### src/rtl/instruction_fetch.sv
// Instruction fetch stage for the MIPS datapath.
// Holds the PC, drives the word address to instruction memory and captures the
// returned word into an instruction register. Decode reads that register
// through a valid/ready handshake. Branch/jump redirects reload the PC and
// flush the held word. A saturating counter tracks delivered instructions.
// Optional feature macro: INSTRUCTION_FETCH_HALT_EN. When it is defined, an
// all-zero fetched word stops fetch in HALT until reset.
module instruction_fetch #(
    parameter logic [7:0] RESET_PC = 8'h00
) (
    input  logic        clk,
    input  logic        rst_n,
    input  logic        run_en,
    output logic [7:0]  A,
    input  logic [31:0] RD,
    input  logic        redirect_valid,
    input  logic [7:0]  redirect_target,
    output logic [31:0] instr,
    output logic [7:0]  instr_pc,
    output logic        instr_valid,
    input  logic        instr_ready,
    output logic [7:0]  pc,
    output logic [15:0] fetch_count,
    output logic        halted
);

`ifdef INSTRUCTION_FETCH_HALT_EN
    typedef enum logic [1:0] {S_RUN, S_PAUSE, S_HALT} state_t;
`else
    typedef enum logic [1:0] {S_RUN, S_PAUSE} state_t;
`endif

    state_t      r_state, w_state_nxt;
    logic [7:0]  r_pc, w_pc_nxt;
    logic [31:0] r_instr, w_instr_nxt;
    logic [7:0]  r_instr_pc, w_instr_pc_nxt;
    logic        r_instr_valid, w_instr_valid_nxt;
    logic [15:0] r_fetch_count, w_fetch_count_nxt;
    logic        w_deliver, w_advance, w_redirect;

    // Handshake qualifiers. A capture needs an empty slot or one leaving this
    // cycle. A redirect is ignored once fetch has halted.
    always_comb begin
        w_deliver  = r_instr_valid && instr_ready;
        w_advance  = (r_state == S_RUN) && run_en && (!r_instr_valid || instr_ready);
`ifdef INSTRUCTION_FETCH_HALT_EN
        w_redirect = redirect_valid && (r_state != S_HALT);
`else
        w_redirect = redirect_valid;
`endif
    end

    // Next state and datapath: redirect beats advance, and advance beats hold.
    always_comb begin
        w_state_nxt       = r_state;
        w_pc_nxt          = r_pc;
        w_instr_nxt       = r_instr;
        w_instr_pc_nxt    = r_instr_pc;
        w_instr_valid_nxt = r_instr_valid;
        w_fetch_count_nxt = r_fetch_count;

        // A delivery counts even when a redirect flushes the slot in the same cycle.
        if (w_deliver && (r_fetch_count != 16'hFFFF))
            w_fetch_count_nxt = r_fetch_count + 16'd1;

        case (r_state)
            S_RUN:   if (!run_en) w_state_nxt = S_PAUSE;
            S_PAUSE: if (run_en)  w_state_nxt = S_RUN;
            default: w_state_nxt = r_state;
        endcase

        if (w_redirect) begin
            w_pc_nxt          = redirect_target;
            w_instr_valid_nxt = 1'b0;
        end else if (w_advance) begin
`ifdef INSTRUCTION_FETCH_HALT_EN
            if (RD == 32'h0000_0000) begin
                // Past the end of the program: drop the word and park the PC on it.
                w_instr_valid_nxt = 1'b0;
                w_state_nxt       = S_HALT;
            end else begin
                w_instr_nxt       = RD;
                w_instr_pc_nxt    = r_pc;
                w_instr_valid_nxt = 1'b1;
                w_pc_nxt          = r_pc + 8'd1;
            end
`else
            w_instr_nxt       = RD;
            w_instr_pc_nxt    = r_pc;
            w_instr_valid_nxt = 1'b1;
            w_pc_nxt          = r_pc + 8'd1;
`endif
        end else if (w_deliver) begin
            w_instr_valid_nxt = 1'b0;
        end
    end

    // State and datapath registers. Reset is asynchronous.
    always_ff @(posedge clk or negedge rst_n) begin
        if (!rst_n) begin
            r_state       <= S_RUN;
            r_pc          <= RESET_PC;
            r_instr       <= 32'h0;
            r_instr_pc    <= 8'h0;
            r_instr_valid <= 1'b0;
            r_fetch_count <= 16'h0;
        end else begin
            r_state       <= w_state_nxt;
            r_pc          <= w_pc_nxt;
            r_instr       <= w_instr_nxt;
            r_instr_pc    <= w_instr_pc_nxt;
            r_instr_valid <= w_instr_valid_nxt;
            r_fetch_count <= w_fetch_count_nxt;
        end
    end

    assign A           = r_pc;
    assign pc          = r_pc;
    assign instr       = r_instr;
    assign instr_pc    = r_instr_pc;
    assign instr_valid = r_instr_valid;
    assign fetch_count = r_fetch_count;
`ifdef INSTRUCTION_FETCH_HALT_EN
    assign halted      = (r_state == S_HALT);
`else
    assign halted      = 1'b0;
`endif

endmodule
### config.mk
export PLATFORM = sky130hd
export DESIGN_NAME = instruction_fetch
export DESIGN_NICKNAME = d
export VERILOG_FILES = /design/src/rtl/instruction_fetch.sv
export SDC_FILE = /design/constraint.sdc
export NUM_CORES = 1
export LEC_CHECK = 0
export ABC_AREA = 1
export BUFFER_PORTS_ARGS = -buffer_cell sky130_fd_sc_hd__buf_2
export CORE_UTILIZATION = 50
export DETAILED_ROUTE_END_ITERATION = 7
export PLACE_DENSITY = 0.83
export REMOVE_ABC_BUFFERS = 1
export SETUP_SLACK_MARGIN = 0.3
export SYNTH_ARGS = -nofsm -noshare
export SYNTH_HDL_FRONTEND = slang
export SYNTH_SLANG_ARGS = --single-unit
### constraint.sdc
create_clock -name clk -period 2.1 [get_ports clk]
set_input_delay 0.42 -clock clk [delete_from_list [all_inputs] [get_ports clk]]
set_output_delay 0.42 -clock clk [all_outputs]
set_load 0.02 [all_outputs]
==> results.md <==
- CP Launch Type: register
- Max Freq: 622 MHz
- PD cells: 1290 mW/mm^2
- Worst-Margin Slew: 536 ps
- Vias: 2885
- Mapped Avg Cell Area: 7.95 um^2
- Clock root cell: clkbuf_8
- Syn-to-layout area delta: 24.9%
- I/O pin cnt: 119
- Remaining antenna violation count: 0
- Final Max Tran Viols: 0
- Gate Count Post-Synth: 395
- Synth Register Bits: 66
- H-tree lvl count: 3
- Post-Route WL: 7190 um
- Synthesized area: 0.00314 mm^2
- Clock-pin slew on the worst setup and hold paths: 80 ps
- Slew margin rel.: 0.642
- EDFF count, synth: 0
- TritonCTS Sinks: 66
- Die Span Y: 81.3 um
- FF-to-FF path depth: 6
- Clk_skew: 8.50 ps
- Drt wl/cell: 12.3 um
- Endpoints failing hold: 0
- CTS max path bufs: 2
- CP Data Required Time: 2380 ps
- Rows: 28
- Hold Crit Class: input port to async pin
- Antenna cells: 0
- Reg2reg setup slack: 490 ps
- Unique cell type count in the Yosys netlist: 27
- Share of layout cells above drive strength 1: 0.287
- Hold_buf cts: 0
- Primary FF master, synth: dfrtp_1
- Largest net degree at the start of global routing: 67
- CP Class: register to register
- Grt total ovfl: 0
- Kind of end point of the critical path: register
- Worst vdd ir: 1.03 mV
- Tot Pwr: 0.00506 W
- Top cell type by total area after synthesis: dfrtp_1
- Clock Latency Late Sink: 340 ps
- Max cap viols: 0
- CP Max Fanout: 11
- Min Tclk post-route: 1610 ps
- Capturing point of the worst reg2reg path: fetch_count[0]$_DFFE_PN0P_
- Residual DRC count: 0
- Antenna violations before repair: 0
- Starting DRC count in detailed routing: 151
- Drt first pass iters: 4
- Leak: 2.21 nW
- CORE AREA: 0.00599 mm^2
- Dpl hpwl: 5070 um
- Yosys warns: 0
- Final #Nets: 552
- Gp weighted congestion: 0.871
- Final period util: 0.766
- Seq/Total Area, Yosys: 0.526
- Post-synth ARST share: 1.00
- Status: finished clean
- Area fraction of the dominant cell type after synthesis: 0.526
- Starting density of the core: 0.524
- First-pass GRT wire length: 11800 um
- Mean number of vias per cell: 4.94
- Fillers: 525
- Die W: 81.3 um
- # port buffers: 117
- Clock buffer count from CTS: 9
- Post-Route Setup TNS: 0 ps
- Total track usage: 0.237
- Top cells by area, synth: dfrtp_1 (53%), nand2_1 (24%), nor2_1 (2.9%)
- Unrepaired setup endpoints after global routing: false
- Setup violators final: 0
- CP arrival: 1880 ps
- CTS tree: yes
- Number of global-route vias before repair: 2574
- DIE AREA: 0.00660 mm^2
- Worst r2r src: fetch_count[0]$_DFFE_PN0P_
==> critical path: stages (launching register included) <==
cell	delay [ps]
dfrtp_1	420
ha_1	270
nand3_2	150
nor2_4	70
a21oi_2	440
nand2_1	120
nand2_1	80
==> area by class of cell <==
| class | instances | area [um^2] | area share |
|---|---|---|---|
| Clock buffer | 9 | 124 | 0.0316 |
| Clock inverter | 7 | 81.3 | 0.0207 |
| Inverter | 26 | 100 | 0.0255 |
| Multi-Input combinational cell | 282 | 1260 | 0.321 |
| Sequential cell | 66 | 1650 | 0.421 |
| Tap cell | 75 | 93.8 | 0.0239 |
| Timing Repair Buffer | 119 | 613 | 0.156 |
==> cell usage in the layout, fill, tap and decap left out, drive strengths merged <==
master	n
a21oi	3
a31oi	1
buf	119
bufinv	1
clkbuf	9
clkinv	1
clkinvlp	1
conb	1
dfrtp	66
ha	3
inv	30
nand2	200
nand3	14
nand4	10
nor2	26
o211ai	2
o21a	1
o21ai	10
o221ai	1
xnor2	9
xor2	1
==> routing by layer <==
| layer | vias to the layer above | track usage | routed length (um) |
|---|---|---|---|
| met2 | 107 | 0.381 | 3450 |
| met4 | 0 | 0.102 | 110 |
| li1 | 1428 | - | - |
| met1 | 1339 | 0.303 | 3170 |
| met3 | 11 | 0.0584 | 460 |
| met5 | - | 0 | 0 |
==> metrics by stage <==
stage | hold WS, ps | cells | instance area [um^2] | worst slack, ps | utilization
global placement | 453 | 568 | 3710 | 310 | 0.620
floorplan | 124 | 374 | 3010 | 29.4 | -
detailed placement | 458 | 568 | 3710 | 218 | 0.620
CTS | 85.1 | 584 | 3920 | 361 | 0.655
finish | 63.4 | 584 | 3920 | 492 | 0.655
global route | 106 | 584 | 3920 | 372 | 0.655
==> cells in the mapped netlist (2+ instances only) <==
| cell type | number |
|---|---|
| ha_1 | 3 |
| nand2_1 | 198 |
| dfrtp_1 | 66 |
| clkbuf_1 | 4 |
| xnor2_1 | 9 |
| buf_4 | 10 |
| a21oi_1 | 3 |
| nor2_1 | 24 |
| inv_1 | 22 |
| o211ai_1 | 2 |
| o21ai_0 | 8 |
| buf_2 | 6 |
| inv_2 | 4 |
| nand3_2 | 2 |
| nand3_1 | 12 |
| o21ai_1 | 2 |
| nand4_1 | 10 |
==> what timing repair did <==
item	4_1_cts	5_1_grt
buffers inserted	0	0
endpoints found under the setup margin	11	2
resized for setup	1	2
==> worst max path at each step <==
stage / start / endpoint / slack, ps
floorplan: run_en / A[7]$_DFFE_PN0P_ / 30
global placement: fetch_count[0]$_DFFE_PN0P_ / fetch_count[13]$_DFFE_PN0P_ / 310
detailed placement: fetch_count[0]$_DFFE_PN0P_ / fetch_count[0]$_DFFE_PN0P_ / 220
CTS: r_state[0]$_DFFE_PN0P_ / A[7]$_DFFE_PN0P_ / 360
global route: fetch_count[0]$_DFFE_PN0P_ / fetch_count[3]$_DFFE_PN0P_ / 370
finish: fetch_count[0]$_DFFE_PN0P_ / fetch_count[0]$_DFFE_PN0P_ / 490
==> cell families after synthesis <==
group | Yosys count | share of synthesized area
AOI/OAI and AO/OA | 18 | 0.0327
and+or+nand+nor | 250 | 0.326
DFF | 66 | 0.526
adders and majority gates | 3 | 0.0120
xor gates and xnor gates | 10 | 0.0279
other | 1 | 0.00119
buffers and inverters | 47 | 0.0741
==> report_power, final <==
group          internal, W  switching [W]  total, W  leakage [nW]
logic             0.000644        0.00126   0.00190          1.27
registers          0.00173       0.000322   0.00205         0.839
clock network     0.000567       0.000546   0.00111         0.101
total              0.00294        0.00212   0.00506          2.21
==> registers in the layout, indices dropped and copies added (netlist names) <==
| register | count |
|---|---|
| instr | 32 |
| instr_valid | 1 |
| r_state | 1 |
| fetch_count | 16 |
| instr_pc | 8 |
| A | 8 |
Note: power is estimated with default switching activity, not from simulation.
